--- config.mk ---
export PLATFORM = sky130hd
export DESIGN_NAME = reg_file_port_ctrl_flat
export DESIGN_NICKNAME = d
export VERILOG_FILES = /design/src/rtl/reg_file_port_ctrl_if.sv /design/src/rtl/reg_file_port_ctrl.sv /design/src/flat_wrapper.sv
export SDC_FILE = /design/constraint.sdc
export NUM_CORES = 1
export LEC_CHECK = 0
export CAP_MARGIN = 20
export CORE_MARGIN = 10
export CORE_UTILIZATION = 30
export CTS_CLUSTER_SIZE = 30
export DETAILED_ROUTE_END_ITERATION = 6
export SETUP_SLACK_MARGIN = 0.05
export SYNTH_ARGS = -nofsm -noshare
export SYNTH_HDL_FRONTEND = slang
export SYNTH_SLANG_ARGS = --single-unit
export TNS_END_PERCENT = 50
--- constraint.sdc ---
create_clock -name clk -period 4.2 [get_ports clk]
set_input_delay 0.42 -clock clk [delete_from_list [all_inputs] [get_ports clk]]
set_output_delay 0.42 -clock clk [all_outputs]
set_load 0.01 [all_outputs]
--- src/rtl/reg_file_port_ctrl_if.sv ---
// Command/response stream bundle for reg_file_port_ctrl.
//   cmd_*  : command stream (valid/ready), op 00 read pair, 01 write, 10 dump, 11 reserved
//   rsp_*  : response stream (valid/ready), two data words plus last flag
// master : the command issuer / response consumer
// slave  : the controller
interface reg_file_port_ctrl_if #(
  parameter int DATA_WIDTH = 32,
  parameter int ADDR_WIDTH = 5
) ();
  logic                  cmd_valid;
  logic                  cmd_ready;
  logic [1:0]            cmd_op;
  logic [ADDR_WIDTH-1:0] cmd_waddr;
  logic [DATA_WIDTH-1:0] cmd_wdata;
  logic [ADDR_WIDTH-1:0] cmd_raddr1;
  logic [ADDR_WIDTH-1:0] cmd_raddr2;
  logic                  rsp_valid;
  logic                  rsp_ready;
  logic [DATA_WIDTH-1:0] rsp_data1;
  logic [DATA_WIDTH-1:0] rsp_data2;
  logic                  rsp_last;

  modport master (
    output cmd_valid, cmd_op, cmd_waddr, cmd_wdata, cmd_raddr1, cmd_raddr2, rsp_ready,
    input  cmd_ready, rsp_valid, rsp_data1, rsp_data2, rsp_last
  );

  modport slave (
    input  cmd_valid, cmd_op, cmd_waddr, cmd_wdata, cmd_raddr1, cmd_raddr2, rsp_ready,
    output cmd_ready, rsp_valid, rsp_data1, rsp_data2, rsp_last
  );
endinterface

--- src/rtl/reg_file_port_ctrl.sv ---
// Command-driven initiator for a 2^ADDR_WIDTH x DATA_WIDTH register file
// with one write port and two combinational read ports.
//   clk, rst_n      : clock, async active-low reset
//   bus (slave)     : command / response streams
//   rf_wen/waddr/wdata : write port (registered)
//   rf_raddr1/2     : read addresses (registered, 0 when not reading)
//   rf_rdata1/2     : combinational read data from the register file
//   busy            : controller not idle
module reg_file_port_ctrl #(
  parameter int DATA_WIDTH = 32,
  parameter int ADDR_WIDTH = 5
) (
  input  logic                  clk,
  input  logic                  rst_n,
  reg_file_port_ctrl_if.slave   bus,
  output logic                  rf_wen,
  output logic [ADDR_WIDTH-1:0] rf_waddr,
  output logic [DATA_WIDTH-1:0] rf_wdata,
  output logic [ADDR_WIDTH-1:0] rf_raddr1,
  output logic [ADDR_WIDTH-1:0] rf_raddr2,
  input  logic [DATA_WIDTH-1:0] rf_rdata1,
  input  logic [DATA_WIDTH-1:0] rf_rdata2,
  output logic                  busy
);

  typedef enum logic [2:0] {
    S_IDLE, S_RD, S_RESP, S_DUMP_RD, S_DUMP_RESP
  } state_t;

  localparam logic [1:0] OP_READ  = 2'b00;
  localparam logic [1:0] OP_WRITE = 2'b01;
  localparam logic [1:0] OP_DUMP  = 2'b10;

  // Index of the final pair in a dump: 2^ADDR_WIDTH - 2.
  localparam logic [ADDR_WIDTH-1:0] IDX_LAST = {{(ADDR_WIDTH-1){1'b1}}, 1'b0};
  localparam logic [ADDR_WIDTH-1:0] A_ONE    = ADDR_WIDTH'(1);
  localparam logic [ADDR_WIDTH-1:0] A_TWO    = ADDR_WIDTH'(2);
  localparam logic [ADDR_WIDTH-1:0] A_THREE  = ADDR_WIDTH'(3);

  state_t                state_q, state_d;
  logic [ADDR_WIDTH-1:0] idx_q, idx_d;
  logic                  wen_q, wen_d;
  logic [ADDR_WIDTH-1:0] waddr_q, waddr_d;
  logic [DATA_WIDTH-1:0] wdata_q, wdata_d;
  logic [ADDR_WIDTH-1:0] raddr1_q, raddr1_d;
  logic [ADDR_WIDTH-1:0] raddr2_q, raddr2_d;
  logic [DATA_WIDTH-1:0] data1_q, data1_d;
  logic [DATA_WIDTH-1:0] data2_q, data2_d;
  logic                  last_q, last_d;
  logic                  accept;

  assign accept = bus.cmd_valid && (state_q == S_IDLE);

  always_ff @(posedge clk or negedge rst_n) begin
    if (!rst_n) begin
      state_q  <= S_IDLE;
      idx_q    <= '0;
      wen_q    <= 1'b0;
      waddr_q  <= '0;
      wdata_q  <= '0;
      raddr1_q <= '0;
      raddr2_q <= '0;
      data1_q  <= '0;
      data2_q  <= '0;
      last_q   <= 1'b0;
    end else begin
      state_q  <= state_d;
      idx_q    <= idx_d;
      wen_q    <= wen_d;
      waddr_q  <= waddr_d;
      wdata_q  <= wdata_d;
      raddr1_q <= raddr1_d;
      raddr2_q <= raddr2_d;
      data1_q  <= data1_d;
      data2_q  <= data2_d;
      last_q   <= last_d;
    end
  end

  // Read addresses are computed one cycle ahead so they appear registered
  // in RD / DUMP_RD; they fall back to 0 everywhere else.
  always_comb begin
    state_d  = state_q;
    idx_d    = idx_q;
    wen_d    = 1'b0;
    waddr_d  = '0;
    wdata_d  = '0;
    raddr1_d = '0;
    raddr2_d = '0;
    data1_d  = data1_q;
    data2_d  = data2_q;
    last_d   = last_q;
    unique case (state_q)
      S_IDLE: begin
        if (accept) begin
          unique case (bus.cmd_op)
            OP_READ: begin
              state_d  = S_RD;
              raddr1_d = bus.cmd_raddr1;
              raddr2_d = bus.cmd_raddr2;
            end
            OP_WRITE: begin
              wen_d   = 1'b1;
              waddr_d = bus.cmd_waddr;
              wdata_d = bus.cmd_wdata;
            end
            OP_DUMP: begin
              state_d  = S_DUMP_RD;
              idx_d    = '0;
              raddr1_d = '0;
              raddr2_d = A_ONE;
            end
            default: ; // reserved op: swallowed
          endcase
        end
      end
      S_RD: begin
        data1_d = rf_rdata1;
        data2_d = rf_rdata2;
        last_d  = 1'b1;
        state_d = S_RESP;
      end
      S_RESP: begin
        if (bus.rsp_ready) state_d = S_IDLE;
      end
      S_DUMP_RD: begin
        data1_d = rf_rdata1;
        data2_d = rf_rdata2;
        last_d  = (idx_q == IDX_LAST);
        state_d = S_DUMP_RESP;
      end
      S_DUMP_RESP: begin
        if (bus.rsp_ready) begin
          if (idx_q == IDX_LAST) begin
            state_d = S_IDLE;
          end else begin
            idx_d    = idx_q + A_TWO;
            raddr1_d = idx_q + A_TWO;
            raddr2_d = idx_q + A_THREE;
            state_d  = S_DUMP_RD;
          end
        end
      end
      default: state_d = S_IDLE;
    endcase
  end

  assign bus.cmd_ready = (state_q == S_IDLE);
  assign bus.rsp_valid = (state_q == S_RESP) || (state_q == S_DUMP_RESP);
  assign bus.rsp_data1 = data1_q;
  assign bus.rsp_data2 = data2_q;
  assign bus.rsp_last  = last_q;
  assign busy          = (state_q != S_IDLE);
  assign rf_wen        = wen_q;
  assign rf_waddr      = waddr_q;
  assign rf_wdata      = wdata_q;
  assign rf_raddr1     = raddr1_q;
  assign rf_raddr2     = raddr2_q;

endmodule

--- src/flat_wrapper.sv ---
// flat-port wrapper written by rule: the top's interface ports become plain ports
module reg_file_port_ctrl_flat 
#(
  parameter int DATA_WIDTH = 32,
  parameter int ADDR_WIDTH = 5
)
  (clk, rst_n, rf_wen, rf_waddr, rf_wdata, rf_raddr1, rf_raddr2, rf_rdata1, rf_rdata2, busy, bus_cmd_valid, bus_cmd_op, bus_cmd_waddr, bus_cmd_wdata, bus_cmd_raddr1, bus_cmd_raddr2, bus_rsp_ready, bus_cmd_ready, bus_rsp_valid, bus_rsp_data1, bus_rsp_data2, bus_rsp_last);
  reg_file_port_ctrl_if #(.DATA_WIDTH(DATA_WIDTH), .ADDR_WIDTH(ADDR_WIDTH)) bus_i ();
  input  logic clk;
  input  logic rst_n;
  output logic rf_wen;
  output logic [ADDR_WIDTH-1:0] rf_waddr;
  output logic [DATA_WIDTH-1:0] rf_wdata;
  output logic [ADDR_WIDTH-1:0] rf_raddr1;
  output logic [ADDR_WIDTH-1:0] rf_raddr2;
  input  logic [DATA_WIDTH-1:0] rf_rdata1;
  input  logic [DATA_WIDTH-1:0] rf_rdata2;
  output logic busy;
  input wire logic [$bits(bus_i.cmd_valid)-1:0] bus_cmd_valid;
  input wire logic [$bits(bus_i.cmd_op)-1:0] bus_cmd_op;
  input wire logic [$bits(bus_i.cmd_waddr)-1:0] bus_cmd_waddr;
  input wire logic [$bits(bus_i.cmd_wdata)-1:0] bus_cmd_wdata;
  input wire logic [$bits(bus_i.cmd_raddr1)-1:0] bus_cmd_raddr1;
  input wire logic [$bits(bus_i.cmd_raddr2)-1:0] bus_cmd_raddr2;
  input wire logic [$bits(bus_i.rsp_ready)-1:0] bus_rsp_ready;
  output wire logic [$bits(bus_i.cmd_ready)-1:0] bus_cmd_ready;
  output wire logic [$bits(bus_i.rsp_valid)-1:0] bus_rsp_valid;
  output wire logic [$bits(bus_i.rsp_data1)-1:0] bus_rsp_data1;
  output wire logic [$bits(bus_i.rsp_data2)-1:0] bus_rsp_data2;
  output wire logic [$bits(bus_i.rsp_last)-1:0] bus_rsp_last;
  assign bus_i.cmd_valid = bus_cmd_valid;
  assign bus_i.cmd_op = bus_cmd_op;
  assign bus_i.cmd_waddr = bus_cmd_waddr;
  assign bus_i.cmd_wdata = bus_cmd_wdata;
  assign bus_i.cmd_raddr1 = bus_cmd_raddr1;
  assign bus_i.cmd_raddr2 = bus_cmd_raddr2;
  assign bus_i.rsp_ready = bus_rsp_ready;
  assign bus_cmd_ready = bus_i.cmd_ready;
  assign bus_rsp_valid = bus_i.rsp_valid;
  assign bus_rsp_data1 = bus_i.rsp_data1;
  assign bus_rsp_data2 = bus_i.rsp_data2;
  assign bus_rsp_last = bus_i.rsp_last;
  reg_file_port_ctrl #(.DATA_WIDTH(DATA_WIDTH), .ADDR_WIDTH(ADDR_WIDTH)) u_core (.clk(clk), .rst_n(rst_n), .bus(bus_i), .rf_wen(rf_wen), .rf_waddr(rf_waddr), .rf_wdata(rf_wdata), .rf_raddr1(rf_raddr1), .rf_raddr2(rf_raddr2), .rf_rdata1(rf_rdata1), .rf_rdata2(rf_rdata2), .busy(busy));
endmodule
==> insert_results.sql <==
INSERT INTO impl_metrics (metric_group, metric, value, unit) VALUES
('power', 'peakVddDrop', '0.0002452', 'V'),
('routing', 'detail-route-antenna-nets', '0', ''),
('global_routing', 'grt_start_max_net_pins', '71', ''),
('synthesis', 'post_synthesis_sequential_element_count', '120', ''),
('routing', 'wl_per_cell', '18.04', 'um'),
('critical_path', 'critical_path.cell_chain', 'or2_2 -> nor2_1 -> clkdlybuf4s50_1', ''),
('clock_tree', 'insertion_delay', '0.41', 'ns'),
('clock_tree', 'clkSinkCount', '120', ''),
('timing', 'timing.final.crit_period', '2.456', 'ns'),
('routing', 'first_pass_iters', '4', ''),
('timing', 'hold_viol', '0', ''),
('clock_tree', 'clk_root_buffer_cell', 'sky130_fd_sc_hd__clkbuf_16', ''),
('floorplanning', 'dieWidth', '142.1', 'um'),
('routing', 'post_drt_via_cell_ratio', '4.385', ''),
('critical_path', 'crit_path_max_fanout', '9', ''),
('clock_tree', 'post_cts_resized', '0', ''),
('routing', 'violation_count_after_the_first_detailed_routing_iteration', '132', ''),
('synthesis', 'netlist-cell-type-count', '36', ''),
('clock_tree', 'cts_tree', 'done', ''),
('placement', 'buffer_ports.inserted', '232', ''),
('floorplanning', 'dieHeight', '142.1', 'um'),
('global_routing', 'grt_pass1_vias', '3524', ''),
('timing', 'finalSetupViolCount', '0', ''),
('routing', 'drt_wl_total', '13270', 'um'),
('clock_tree', 'clock_tree.htree_level_count', '4', ''),
('synthesis', 'synth_cells', '298', ''),
('floorplanning', 'placeableCoreArea', '0.01459', 'mm2'),
('synthesis', 'combinational_family_with_the_most_area_after_synthesis', 'multiplexers', ''),
('clock_tree', 'number_of_buffers_inserted_for_hold_repair_after_clock_tree_synthesis', '0', ''),
('critical_path', 'timing.setup.critical_path_class', 'reg2out', ''),
('global_routing', 'antenna_found_initial', '0', ''),
('timing', 'worst_clock_skew', '0.004595', 'ns'),
('clock_tree', 'post_cts.repair.setup_buffers', '0', ''),
('synthesis', 'yosys.area_share.simple', '0.08956', ''),
('floorplanning', 'std_cell_rows', '44', ''),
('synthesis', 'synthMuxAreaShare', '0.1634', ''),
('global_routing', 'grt_overflow_total', '0', ''),
('global_routing', 'grtUsageTotal', '0.1292', ''),
('placement', 'gp_routability_congestion', '0.7284', ''),
('power', 'power.leakage', '3.263', 'nW'),
('timing', 'slew_headroom', '0.4122', ''),
('floorplanning', 'fp.dieArea', '0.02018', 'mm2'),
('floorplanning', 'number_of_primary_i_o_pins', '233', ''),
('floorplanning', 'initial_core_util', '0.3064', ''),
('synthesis', 'yosys_warnings', '0', ''),
('routing', 'detailroute.via_count', '3227', ''),
('synthesis', 'synth_fp_nets', '418', ''),
('timing', 'fin_tns_setup', '0', 'ns'),
('synthesis', 'ys_seq_area_frac', '0.6717', ''),
('critical_path', 'worst_setup_path_start_kind', 'register', ''),
('timing', 'timing_worst_slew_pin_value', '0.8817', 'ns'),
('synthesis', 'parity_gate_share_of_the_synthesized_area_counting_xor_and_xnor_cells', '0.007837', ''),
('critical_path', 'cp_data_arrival_time', '2.04', 'ns'),
('critical_path', 'worstPathRequired', '3.78', 'ns'),
('timing', 'grt_setup_unrepaired', 'false', ''),
('synthesis', 'synthesis.area_per_instance', '15.00', 'um2'),
('run', 'drv.max_cap_violation_count', '0', ''),
('timing', 'finalCritPeriodShare', '0.5847', ''),
('timing', 'max_clock_freq', '407.2', 'MHz'),
('clock_tree', 'cts.reportedPaths.clkPinSlew', '0.06', 'ns'),
('critical_path', 'cp_slowest_cell', 'sky130_fd_sc_hd__clkdlybuf4s50_1', ''),
('run_status', 'status', 'finished, final reports clean', ''),
('power', 'power_per_cell_area', '647.1', 'mW/mm2'),
('placement', 'place.detailed.hpwl', '10160', 'um'),
('worst_hold_path', 'holdCritPathClass', 'in2async', ''),
('layout', 'drive_gt1_frac', '0.1938', ''),
('power', 'power', '0.004930', 'W'),
('clock_tree', 'cts_inserted_buffers', '17', ''),
('clock_tree', 'max-clock-path-buffers', '2', ''),
('synthesis', 'syn_area', '0.004471', 'mm2'),
('critical_path', 'critPathMaxStageDelay', '0.59', 'ns'),
('global_routing', 'grt_first_pass_wirelength', '20290', 'um'),
('timing', 'slew_viol_final', '0', ''),
('layout', 'final_net_count', '659', ''),
('layout', 'syn2layout_area_growth', '70.42', '%'),
('critical_path', 'critPathCaptureType', 'output port', ''),
('layout', 'n_antenna_cell', '0', ''),
('synthesis', 'synth-compound-area-share', '0.03722', ''),
('synthesis', 'post_synth_fa_ha_maj_area_fraction', '0.008396', ''),
('routing', 'drc', '0', '');
## worst max-delay path, delay by kind of cell (launching register included)
kind                   cells  cell delay [ns]
buffers and inverters      1             0.59
and+or+nand+nor            2             0.57
DFF                        1             0.47
## kinds of logic (layout without fill, tap and decap cells)
family / after synthesis / count (layout)
AND/OR/NAND/NOR: 64 / 64
buffers and inverters: 19 / 273
AO/OA/AOI/OAI: 23 / 23
flip-flops: 120 / 120
multiplexers: 65 / 65
adder cells (fa/ha/maj): 3 / 3
XOR/XNOR: 4 / 4
## registers in the layout, summed over array words and instances (netlist names), 3 cells and up
name	flops
u_core.idx_q	4
u_core.rf_raddr2	5
u_core.bus.rsp_data2	32
u_core.bus.rsp_data1	32
u_core.state_q	3
u_core.rf_waddr	5
u_core.rf_wdata	32
u_core.rf_raddr1	5
## per-stage QoR
stage	area [um2]	setup WS [ns]	util	cells	hold slack [ns]
5_1_grt	7619	1.619	0.5222	736	0.1953
3_3_place_gp	6982	1.577	0.4786	703	0.4873
2_1_floorplan	4471	2.514	-	298	0.1244
4_1_cts	7604	1.739	0.5212	735	0.1615
6_report	7619	1.744	0.5222	736	0.1288
3_5_place_dp	6982	1.511	0.4786	703	0.4942
## per-layer routing
| metal | track usage | share of wire | wire [um] |
|---|---|---|---|
| met3 | 0.07944 | 0.13 | 1711 |
| met1 | 0.1407 | 0.38 | 5006 |
| met5 | 0 | 0 | 0 |
| met4 | 0.04734 | 0.015 | 194 |
| met2 | 0.2014 | 0.48 | 6362 |
## placed cells by master, fill, tap and decap left out, types with 3 or more instances in the layout
cell type,n
sky130_fd_sc_hd__clkbuf_16,17
sky130_fd_sc_hd__bufinv_16,4
sky130_fd_sc_hd__nor2_1,6
sky130_fd_sc_hd__xnor2_1,3
sky130_fd_sc_hd__o21ai_0,6
sky130_fd_sc_hd__nand2_1,4
sky130_fd_sc_hd__clkdlybuf4s50_1,231
sky130_fd_sc_hd__o2bb2ai_1,7
sky130_fd_sc_hd__ha_1,3
sky130_fd_sc_hd__and2_1,38
sky130_fd_sc_hd__nand3_1,3
sky130_fd_sc_hd__inv_1,4
sky130_fd_sc_hd__clkinvlp_4,3
sky130_fd_sc_hd__mux2_2,64
sky130_fd_sc_hd__buf_4,5
sky130_fd_sc_hd__clkinv_2,3
sky130_fd_sc_hd__dfrtp_1,120
## cell usage after synthesis
library cell / instances / area [um2]
sky130_fd_sc_hd__a31oi_1: 2 / 12.51
sky130_fd_sc_hd__nor3b_2: 1 / 12.51
sky130_fd_sc_hd__buf_6: 2 / 22.52
sky130_fd_sc_hd__nand2b_1: 2 / 12.51
sky130_fd_sc_hd__nand2_1: 4 / 15.01
sky130_fd_sc_hd__o21a_1: 1 / 7.510
sky130_fd_sc_hd__xor2_1: 1 / 8.760
sky130_fd_sc_hd__mux2i_1: 1 / 10.01
sky130_fd_sc_hd__nor2b_1: 2 / 12.51
sky130_fd_sc_hd__o221a_2: 1 / 11.26
sky130_fd_sc_hd__clkbuf_1: 5 / 18.77
sky130_fd_sc_hd__and2_1: 38 / 237.7
sky130_fd_sc_hd__xnor2_1: 3 / 26.28
sky130_fd_sc_hd__o21ai_0: 6 / 30.03
sky130_fd_sc_hd__nor3_2: 1 / 10.01
sky130_fd_sc_hd__buf_4: 1 / 7.510
sky130_fd_sc_hd__buf_2: 6 / 30.03
sky130_fd_sc_hd__and3b_1: 1 / 8.760
sky130_fd_sc_hd__a211o_1: 1 / 8.760
sky130_fd_sc_hd__dfrtp_1: 120 / 3003
sky130_fd_sc_hd__buf_1: 1 / 3.750
sky130_fd_sc_hd__nand4bb_1: 1 / 11.26
sky130_fd_sc_hd__a32o_1: 1 / 10.01
sky130_fd_sc_hd__a21oi_1: 2 / 10.01
sky130_fd_sc_hd__o2bb2ai_1: 7 / 61.31
sky130_fd_sc_hd__nor2_1: 6 / 22.52
sky130_fd_sc_hd__or4b_4: 1 / 13.76
sky130_fd_sc_hd__or2_2: 1 / 6.260
sky130_fd_sc_hd__ha_1: 3 / 37.54
sky130_fd_sc_hd__inv_1: 4 / 15.01
sky130_fd_sc_hd__nand3_1: 3 / 15.01
sky130_fd_sc_hd__nand4_1: 1 / 6.260
sky130_fd_sc_hd__a21o_1: 2 / 15.01
sky130_fd_sc_hd__nor4_1: 1 / 6.260
sky130_fd_sc_hd__or4b_2: 1 / 10.01
sky130_fd_sc_hd__mux2_2: 64 / 720.7
## final timing paths
check	from	cells past startpoint	endpoint	slack, ns
worst max-delay path	u_core.state_q[1]$_DFFE_PN0P_	3	bus_cmd_ready	1.74
worst min-delay path	rst_n	1	u_core.bus.rsp_data2[17]$_DFFE_PN0P_	0.13
worst max register to register	u_core.state_q[2]$_DFFE_PN0P_	3	u_core.rf_raddr1[0]$_DFF_PN0_	2.31
worst min register to register	u_core.bus.rsp_data1[21]$_DFFE_PN0P_	1	u_core.bus.rsp_data1[21]$_DFFE_PN0P_	0.50
max in group asynchronous	rst_n	2	u_core.bus.rsp_data1[8]$_DFFE_PN0P_	3.12
min in group clk	u_core.bus.rsp_data1[21]$_DFFE_PN0P_	1	u_core.bus.rsp_data1[21]$_DFFE_PN0P_	0.50
## final cells by class
class | instances | area [um2]
flip-flops and latches | 120 | 3003
repair buffers | 237 | 2365
clock inverters | 12 | 175.2
multi-input cells | 159 | 1384
fillers | 1253 | 6970
well taps | 184 | 230.2
clock buffers | 20 | 446.7
inverters | 4 | 15.01
## report_power, final
part	total (W)	switching, W	internal (W)
Combinational	0.00170	0.000631	0.00107
Sequential	0.00172	0.000197	0.00152
Clock	0.00151	0.000508	0.00101
Total	0.00493	0.00134	0.00359
No activity file was read; power rests on OpenSTA's default activity.
